--- src/rtl/timer_bank_pkg.sv ---
// Shared constants and types for the multi-channel timer bank.
// Mode encodings, channel FSM states and the channel-index width helper.
package timer_bank_pkg;

    localparam logic [1:0] MODE_ONESHOT  = 2'b00;
    localparam logic [1:0] MODE_PERIODIC = 2'b01;
    localparam logic [1:0] MODE_CASCADE  = 2'b10;

    typedef enum logic [1:0] {
        IDLE = 2'd0,
        RUN  = 2'd1,
        DONE = 2'd2
    } ch_state_e;

    function automatic int ch_width(input int n);
        return (n > 1) ? $clog2(n) : 1;
    endfunction

endpackage

--- src/rtl/timer_channel.sv ---
// One timer channel: reloadable down-counter, IDLE/RUN/DONE FSM, expiry pulse
// and sticky interrupt flag.
module timer_channel
    import timer_bank_pkg::*;
#(
    parameter int CNT_W = 16
) (
    input  logic             clk,
    input  logic             reset,
    input  logic             tick,
    input  logic             cascade_ev,
    input  logic             enable,
    input  logic             cfg_we,
    input  logic [CNT_W-1:0] cfg_load,
    input  logic [1:0]       cfg_mode,
    input  logic             irq_clear,
    output logic [CNT_W-1:0] count,
    output logic             trigger,
    output logic             irq_pending
);

    ch_state_e        state, state_n;
    logic [CNT_W-1:0] load, load_n, count_n;
    logic [1:0]       mode, mode_n;
    logic             trig_n, irq_n;
    logic             ev, oneshot;

    assign ev      = (mode == MODE_CASCADE) ? cascade_ev : tick;
    assign oneshot = (mode != MODE_PERIODIC) && (mode != MODE_CASCADE);

    always_ff @(posedge clk) begin
        if (reset) begin
            state       <= IDLE;
            count       <= '0;
            load        <= '0;
            mode        <= MODE_ONESHOT;
            trigger     <= 1'b0;
            irq_pending <= 1'b0;
        end else begin
            state       <= state_n;
            count       <= count_n;
            load        <= load_n;
            mode        <= mode_n;
            trigger     <= trig_n;
            irq_pending <= irq_n;
        end
    end

    always_comb begin
        state_n = state;
        count_n = count;
        load_n  = load;
        mode_n  = mode;
        trig_n  = 1'b0;

        if (cfg_we) begin
            load_n  = cfg_load;
            mode_n  = cfg_mode;
            count_n = cfg_load;
            state_n = IDLE;
        end else begin
            case (state)
                IDLE: if (enable) state_n = RUN;
                RUN: begin
                    if (!enable) begin
                        state_n = IDLE;
                    end else if (ev) begin
                        if (count != '0) begin
                            count_n = count - 1'b1;
                        end else begin
                            trig_n  = 1'b1;
                            count_n = load;
                            if (oneshot) state_n = DONE;
                        end
                    end
                end
                DONE: if (!enable) state_n = IDLE;
                default: state_n = IDLE;
            endcase
        end

        // A clear is ignored both on the edge that raises the pulse and
        // while the pulse is visible, so a clear racing an expiry never loses it.
        irq_n = trig_n | trigger | (irq_pending & ~irq_clear);
    end

endmodule

--- src/rtl/timer_bank.sv ---
// Multi-channel programmable timer: shared prescaler, cascade chaining,
// configuration decode and count readback around NUM_CH timer_channel instances.
module timer_bank
    import timer_bank_pkg::*;
#(
    parameter  int NUM_CH     = 4,
    parameter  int CNT_W      = 16,
    parameter  int PRESCALE_W = 8,
    localparam int CH_W       = ch_width(NUM_CH)
) (
    input  logic                  clk,
    input  logic                  reset,
    input  logic [PRESCALE_W-1:0] prescale,
    input  logic                  cfg_we,
    input  logic [CH_W-1:0]       cfg_ch,
    input  logic [CNT_W-1:0]      cfg_load,
    input  logic [1:0]            cfg_mode,
    input  logic [NUM_CH-1:0]     ch_enable,
    input  logic [NUM_CH-1:0]     irq_clear,
    input  logic [CH_W-1:0]       rd_ch,
    output logic [CNT_W-1:0]      rd_count,
    output logic [NUM_CH-1:0]     timer_trigger,
    output logic [NUM_CH-1:0]     irq_pending
);

    logic [PRESCALE_W-1:0] pre_cnt;
    logic                  tick;
    logic [CNT_W-1:0]      counts [NUM_CH];

    // >= rather than == so lowering prescale mid-count takes effect at once.
    assign tick = (pre_cnt >= prescale);

    always_ff @(posedge clk) begin
        if (reset || tick) pre_cnt <= '0;
        else               pre_cnt <= pre_cnt + 1'b1;
    end

    for (genvar k = 0; k < NUM_CH; k++) begin : g_ch
        logic ev_src;
        logic we;

        if (k == 0) begin : g_first
            assign ev_src = tick;
        end else begin : g_chain
            assign ev_src = timer_trigger[k-1];
        end

        // Indices at or above NUM_CH match no channel, so such writes drop.
        assign we = cfg_we && (cfg_ch == CH_W'(k));

        timer_channel #(
            .CNT_W(CNT_W)
        ) u_ch (
            .clk        (clk),
            .reset      (reset),
            .tick       (tick),
            .cascade_ev (ev_src),
            .enable     (ch_enable[k]),
            .cfg_we     (we),
            .cfg_load   (cfg_load),
            .cfg_mode   (cfg_mode),
            .irq_clear  (irq_clear[k]),
            .count      (counts[k]),
            .trigger    (timer_trigger[k]),
            .irq_pending(irq_pending[k])
        );
    end

    always_comb begin
        rd_count = '0;
        for (int unsigned k = 0; k < NUM_CH; k++) begin
            if (rd_ch == CH_W'(k)) rd_count = counts[k];
        end
    end

endmodule

--- config.mk ---
export PLATFORM = sky130hd
export DESIGN_NAME = timer_bank
export DESIGN_NICKNAME = d
export VERILOG_FILES = /design/src/rtl/timer_bank_pkg.sv /design/src/rtl/timer_channel.sv /design/src/rtl/timer_bank.sv
export SDC_FILE = /design/constraint.sdc
export NUM_CORES = 1
export LEC_CHECK = 0
export ABC_CLOCK_PERIOD_IN_PS = 3860
export CORE_MARGIN = 4
export CORE_UTILIZATION = 50
export CTS_CLUSTER_SIZE = 25
export DETAILED_ROUTE_END_ITERATION = 8
export MAX_ROUTING_LAYER = met4
export PLACE_DENSITY = 0.8
export REMOVE_ABC_BUFFERS = 1
export SYNTH_ARGS = -nofsm -noshare
export SYNTH_HDL_FRONTEND = slang
export SYNTH_SLANG_ARGS = --single-unit
--- constraint.sdc ---
create_clock -name clk -period 3.86 [get_ports clk]
set_clock_uncertainty 0.2 [all_clocks]
set_input_delay 0.579 -clock clk [delete_from_list [all_inputs] [get_ports clk]]
set_output_delay 0.579 -clock clk [all_outputs]
set_load 0.05 [all_outputs]
======== Word-level counts from Yosys, hierarchy flattened ========
Index checks and enable logic that the tools add are counted.
Widths: inputs -> output; s select.
word-level totals
  bits in registers ....................... 160
  bits of input ports ..................... 41
  logic and storage cells ................. 210
  output and inout bits ................... 24
operators by class
  order comparisons ....................... 1
  multiplexer cells ....................... 75
  reduce and logical (&&, ||, !) cells .... 43
  equal/unequal tests ..................... 45
  add/sub/neg operators ................... 5
  bitwise logic cells ..................... 16
operator list
  kind                   count
  $mux 16                24
  $reduce_bool 16->1     4
  $sub 16x1->16 const B  4
  $mux 2                 24
  $ne 2x2->1 const B     12
  $ne 3x2->1 const B     8
  $pmux 2 s3             4
  $reduce_bool 2->1      12
  $mux 1                 23
  $eq 2x2->1 const B     11
  $reduce_and 5->1       4
  $eq 2x1->1 const B     6
  $logic_not 2->1        6
  $ne 3x3->1 const B     4
  $reduce_and 3->1       4
  $add 8x1->8 const B    1
  $ge 8x8->1             1
  $logic_and 1x1->1      8
  $ne 2x1->1 const B     4
  $or 1x1->1             8
  $reduce_or 2->1        4
  $and 1x1->1            4
  $not 1->1              4
  $logic_or 1x1->1       1

======== Longest topological paths before layout ========
  depth in word-level cells ............... 8
  gate-level depth with buffers ........... 10
  depth with buffers taken out ............ 8

======== By module ========
A second synthesis with hierarchy kept.
second synthesis, totals
  cells, all modules ...................... 1,061
  area, all modules ....................... 9,316.4 µm²
by module, submodules not included
  module         cells each  area an instance (µm²)  sequential area each (µm²)  instances
  timer_channel  244         2,075.7                 760.7                       4
  timer_bank     85          1,013.5                 160.2                       1

======== Least setup slack after synthesis ========
No wires, ideal clock.
  path type ............................... input to output
  from .................................... in rd_ch[0]
  to ...................................... out rd_count[10]
  slack ................................... 848 ps
  required time ........................... 3,081 ps
  stages on the path ...................... 3
  arrival ................................. 2,233 ps
  path through ............................ clkbuf_1 buf_1 mux4_2
between the ends
  word-level cells in the longest chain between the ends .. 5
  elaborated cells between the ends (all ways) .. 8
  those cells by class .................... 3 x eq/ne; 4 x mux; 1 x reduce/logical
ends and longest elaborated chain
  what                  RTL line          RTL
  from (decl)           timer_bank.sv:20  input logic [CH_W-1:0] rd_ch,
  $logic_not 2->1       timer_bank.sv:72  if (rd_ch == CH_W'(k)) rd_count = counts[k];
  $mux 16 (3 in a row)  timer_bank.sv:72
  $mux 16 (*)           timer_bank.sv:72
  to (decl)             timer_bank.sv:21  output logic [CNT_W-1:0] rd_count,
Mark *: on every way between the ends. The rest lies on a longest branch, timed or not.

======== Final worst setup path ========
  from .................................... in prescale[6]
  to ...................................... reg g_ch[0].u_ch.count[3]
between the ends
  word-level cells in the longest chain between the ends .. 3
ends and longest elaborated chain
  what                                RTL line             RTL
  from (decl)                         timer_bank.sv:13     input logic [PRESCALE_W-1:0] prescale,
  $ge 8x8->1                          timer_bank.sv:31     assign tick = (pre_cnt >= prescale);
  $reduce_bool 2->1 (no source line)  n/a
  $reduce_and 3->1 (no source line)   n/a
  to (signal assigned)                timer_channel.sv:41  count <= count_n;
  to (decl)                           timer_channel.sv:17  output logic [CNT_W-1:0] count,
Every way passes these cells.
A chain may end at the register's enable or synchronous reset.

==> flow_summary.yaml <==
status:
  status: "finished, final reports clean"
global_routing:
  grt_pass1_wl_um: 43040
  antenna_found_initial: 1
  grt_use_total_pct: 28.05
  grt_max_degree: 51
  grt_pass1_vias: 7916
  grt-ovfl-total: 0
clock_network:
  hold_buffers: 0
  cts_resized: 0
  cts_buffer_depth: 2
  clockRootBuffer: "clkbuf_16"
  path_clk_slew_ns: 0.07
  cts_max_level: 4
  cts_tree: "done"
  clock_sinks: 160
  cts_buffers: 17
  clock_latency_ns: 0.44
  post_cts.repair.setup_buffers: 0
floorplan:
  die_area_um2: 19960
  die_height_um: 141.3
  die_w_um: 141.3
  rows: 48
  ios: 65
  core_area_um2: 17360
  start_util_pct: 51.18
critical_path:
  r2r_end: "g_ch[0].u_ch.count[8]"
  critPathRequiredTime_ns: 4.00
  slowest_delay_ns: 0.65
  cpMostUsedCell: "o21ai_0"
  slowest_stage: "and2_1"
  worstPathMaxFanout: 18
  r2r_slack_ns: 0.92
  startpoint_type: "input pin"
  path_class: "in -> reg"
  r2r_start: "g_ch[0].u_ch.count[4]"
  setup.worst_path.end_class: "flip-flop"
  arrival_ns: 3.22
  crit_chain: "clkdlybuf4s50_1, inv_1, ha_1, and4_1, o21ai_0, o21ai_0, buf_4, and2_1, o211ai_1, a311oi_1"
  ff2ff_path_depth: 7
synthesis:
  synthAdderAreaFrac_pct: 2.817
  synth.area.mux_share_pct: 5.648
  yosysSeqAreaShare_pct: 36.06
  ys_ff_latch: 160
  synth_top_family_by_area: "simple AND/OR/NAND/NOR gates"
  synth-simple-area-share_pct: 24.63
  synth_edf_count: 0
  synth_xor_area_share_pct: 2.268
  synth_compound_area_share_pct: 22.07
  syn_area_um2: 8884
  synth-main-ff-cell: "dfxtp_1"
  async_reset_ff_share_pct: 0
  syn_area_per_cell_um2: 7.834
  yosysWarnings: 0
  ys_types: 76
  syn-instance-count: 1134
finish:
  instances_no_fill: 1379
  multiInputGateArea_um2: 5110
  n_fill_cell: 1539
  final_nets: 1201
  regArea_um2: 3203
  layout_commonest_cell: "nand2_1"
  most-common-layout-cells: "228 x nand2_1, 160 x dfxtp_1, 114 x a21oi_1"
  drive_gt1_share_pct: 9.714
  syn2layout_area_growth_pct: 13.53
pwr:
  vdd.ir_drop.worst_uv: 362.3
  powerDensity_nw_per_um2: 439.2
  p_leak_nw: 3.686
timing:
  max_freq_ghz: 0.3241
  timing.final.crit_period_ns: 3.086
  maxSlewHeadroom_pct: 44.55
  setup_viol: 0
  setup_tns_ns: 0
  slew_violations: 0
  rsz0062_at_grt: "no"
  fin_crit_sh_pct: 79.94
  worst_pin_slew_ns: 0.8292
  hold_viol: 0
  timing.final.ws_setup_ns: 0.7744
  hold_ws_ns: 0.2521
drt:
  routed_wl_um: 27480
  vias_per_cell: 6.286
  drc: 0
  post_drt_wl_per_cell_um: 19.93
  dr.pass1.iters: 5
  vias: 8669
  drt_iter0_markers: 992
  ant_nets: 0
placement:
  globalplace.congestion: 0.9863
  post-place-ws_ns: 0.3814
  numPortBuffers: 64
  dp_cells: 1346
  hpwlAfterDp_um: 18740
min_path:
  worstHoldEndpoint: "g_ch[0].u_ch.load[2]"
  hold_class: "reg -> reg"
  holdPathStages: 2
  hold_start: "g_ch[0].u_ch.load[2]"
job:
  cap_violations: 0
==> cells by family (layout without fill, tap and decap cells) <==
family | Yosys count | after routing
simple gates | 470 | 470
compound gates | 300 | 300
flops | 160 | 160
buf+inv | 132 | 151
mux | 29 | 29
xor+xnor | 23 | 23
fa+ha+maj | 20 | 20
other cells | 0 | 1
==> flip-flops by register name (all words and copies together) (netlist names) <==
| signal | cells |
|---|---|
| g_ch.u_ch.count | 64 |
| g_ch.u_ch.irq_pending | 4 |
| g_ch.u_ch.load | 64 |
| g_ch.u_ch.mode | 8 |
| g_ch.u_ch.state | 8 |
| g_ch.u_ch.trigger | 4 |
| pre_cnt | 8 |
==> per-layer routing <==
metal | GRT usage, % | part of all wire [%] | vias up
met2 | 42.24 | 45 | 441
met3 | 6.303 | 10 | 71
met1 | 36.94 | 41 | 4064
met4 | 10.76 | 3.7 | 0
met5 | - | 0 | -
li1 | - | - | 4093
==> area by class of cell <==
type	count	area share [%]
Antenna cell	1	0.02481
Multi-Input combinational cell	842	50.66
Tap cell	225	2.791
Timing Repair Buffer	84	7.418
Inverter	35	1.303
Sequential cell	160	31.76
Clock inverter	14	1.687
Clock buffer	18	4.354
==> per-stage QoR <==
step	area, um^2	total power, W	utilization (%)
after floorplan	8437	0.002382	-
after global placement	9474	0.002673	54.58
after detailed placement	9474	0.002686	54.58
after CTS	10080	0.004418	58.10
after global routing	10090	0.004586	58.11
final	10090	0.004430	58.11
==> Yosys cell counts (5+ instances only) <==
cell,instances,area [um^2]
o21a_1,8,60.06
or4_1,15,112.6
a2bb2oi_1,5,43.79
a21o_1,5,37.54
buf_1,9,33.78
nand3_1,28,140.1
a32oi_1,6,52.55
nand4_1,5,31.28
nor4b_1,5,43.79
a211oi_1,7,52.55
ha_1,20,250.2
nor2_1,83,311.6
mux2i_1,7,70.07
buf_2,5,25.02
xnor2_1,12,105.1
and3_1,6,37.54
o211ai_1,32,240.2
dfxtp_1,160,3203
o21ai_0,38,190.2
a21oi_1,114,570.6
nor4_1,19,118.9
clkbuf_1,64,240.2
nor3_1,26,130.1
o31ai_1,9,67.56
o41ai_1,6,52.55
or2_2,7,43.79
a31oi_1,5,31.28
buf_4,16,120.1
nand2b_1,11,68.82
a311oi_1,25,219.0
nand2_1,228,855.8
or3_1,9,56.30
inv_1,35,131.4
o22ai_1,5,31.28
xor2_1,11,96.34
mux4_2,16,360.4
mux2_2,5,56.30
==> power breakdown <==
| part | switching (W) | internal, W | total, W |
|---|---|---|---|
| clock | 0.000762 | 0.000994 | 0.00176 |
| combinational | 0.000540 | 0.000334 | 0.000874 |
| sequential | 0.0000859 | 0.00171 | 0.00180 |
==> how the worst max path moves through the flow <==
stage                            from  slack [ns]                     to
after global routing      prescale[7]        0.60  g_ch[0].u_ch.count[3]
final                     prescale[6]        0.77  g_ch[0].u_ch.count[3]
after floorplan           prescale[0]        0.52  g_ch[3].u_ch.count[0]
after global placement    prescale[0]        0.45  g_ch[2].u_ch.count[9]
after CTS                 prescale[6]        0.83  g_ch[0].u_ch.count[3]
after detailed placement  prescale[6]        0.38  g_ch[0].u_ch.count[0]
==> worst max-delay path, delay by kind of cell <==
kind	cells	cell delay, ns
fa+ha+maj	1	0.31
buf+inv	3	0.75
compound gates	4	0.74
simple gates	2	0.85
Note: power is estimated with default switching activity, not from simulation.
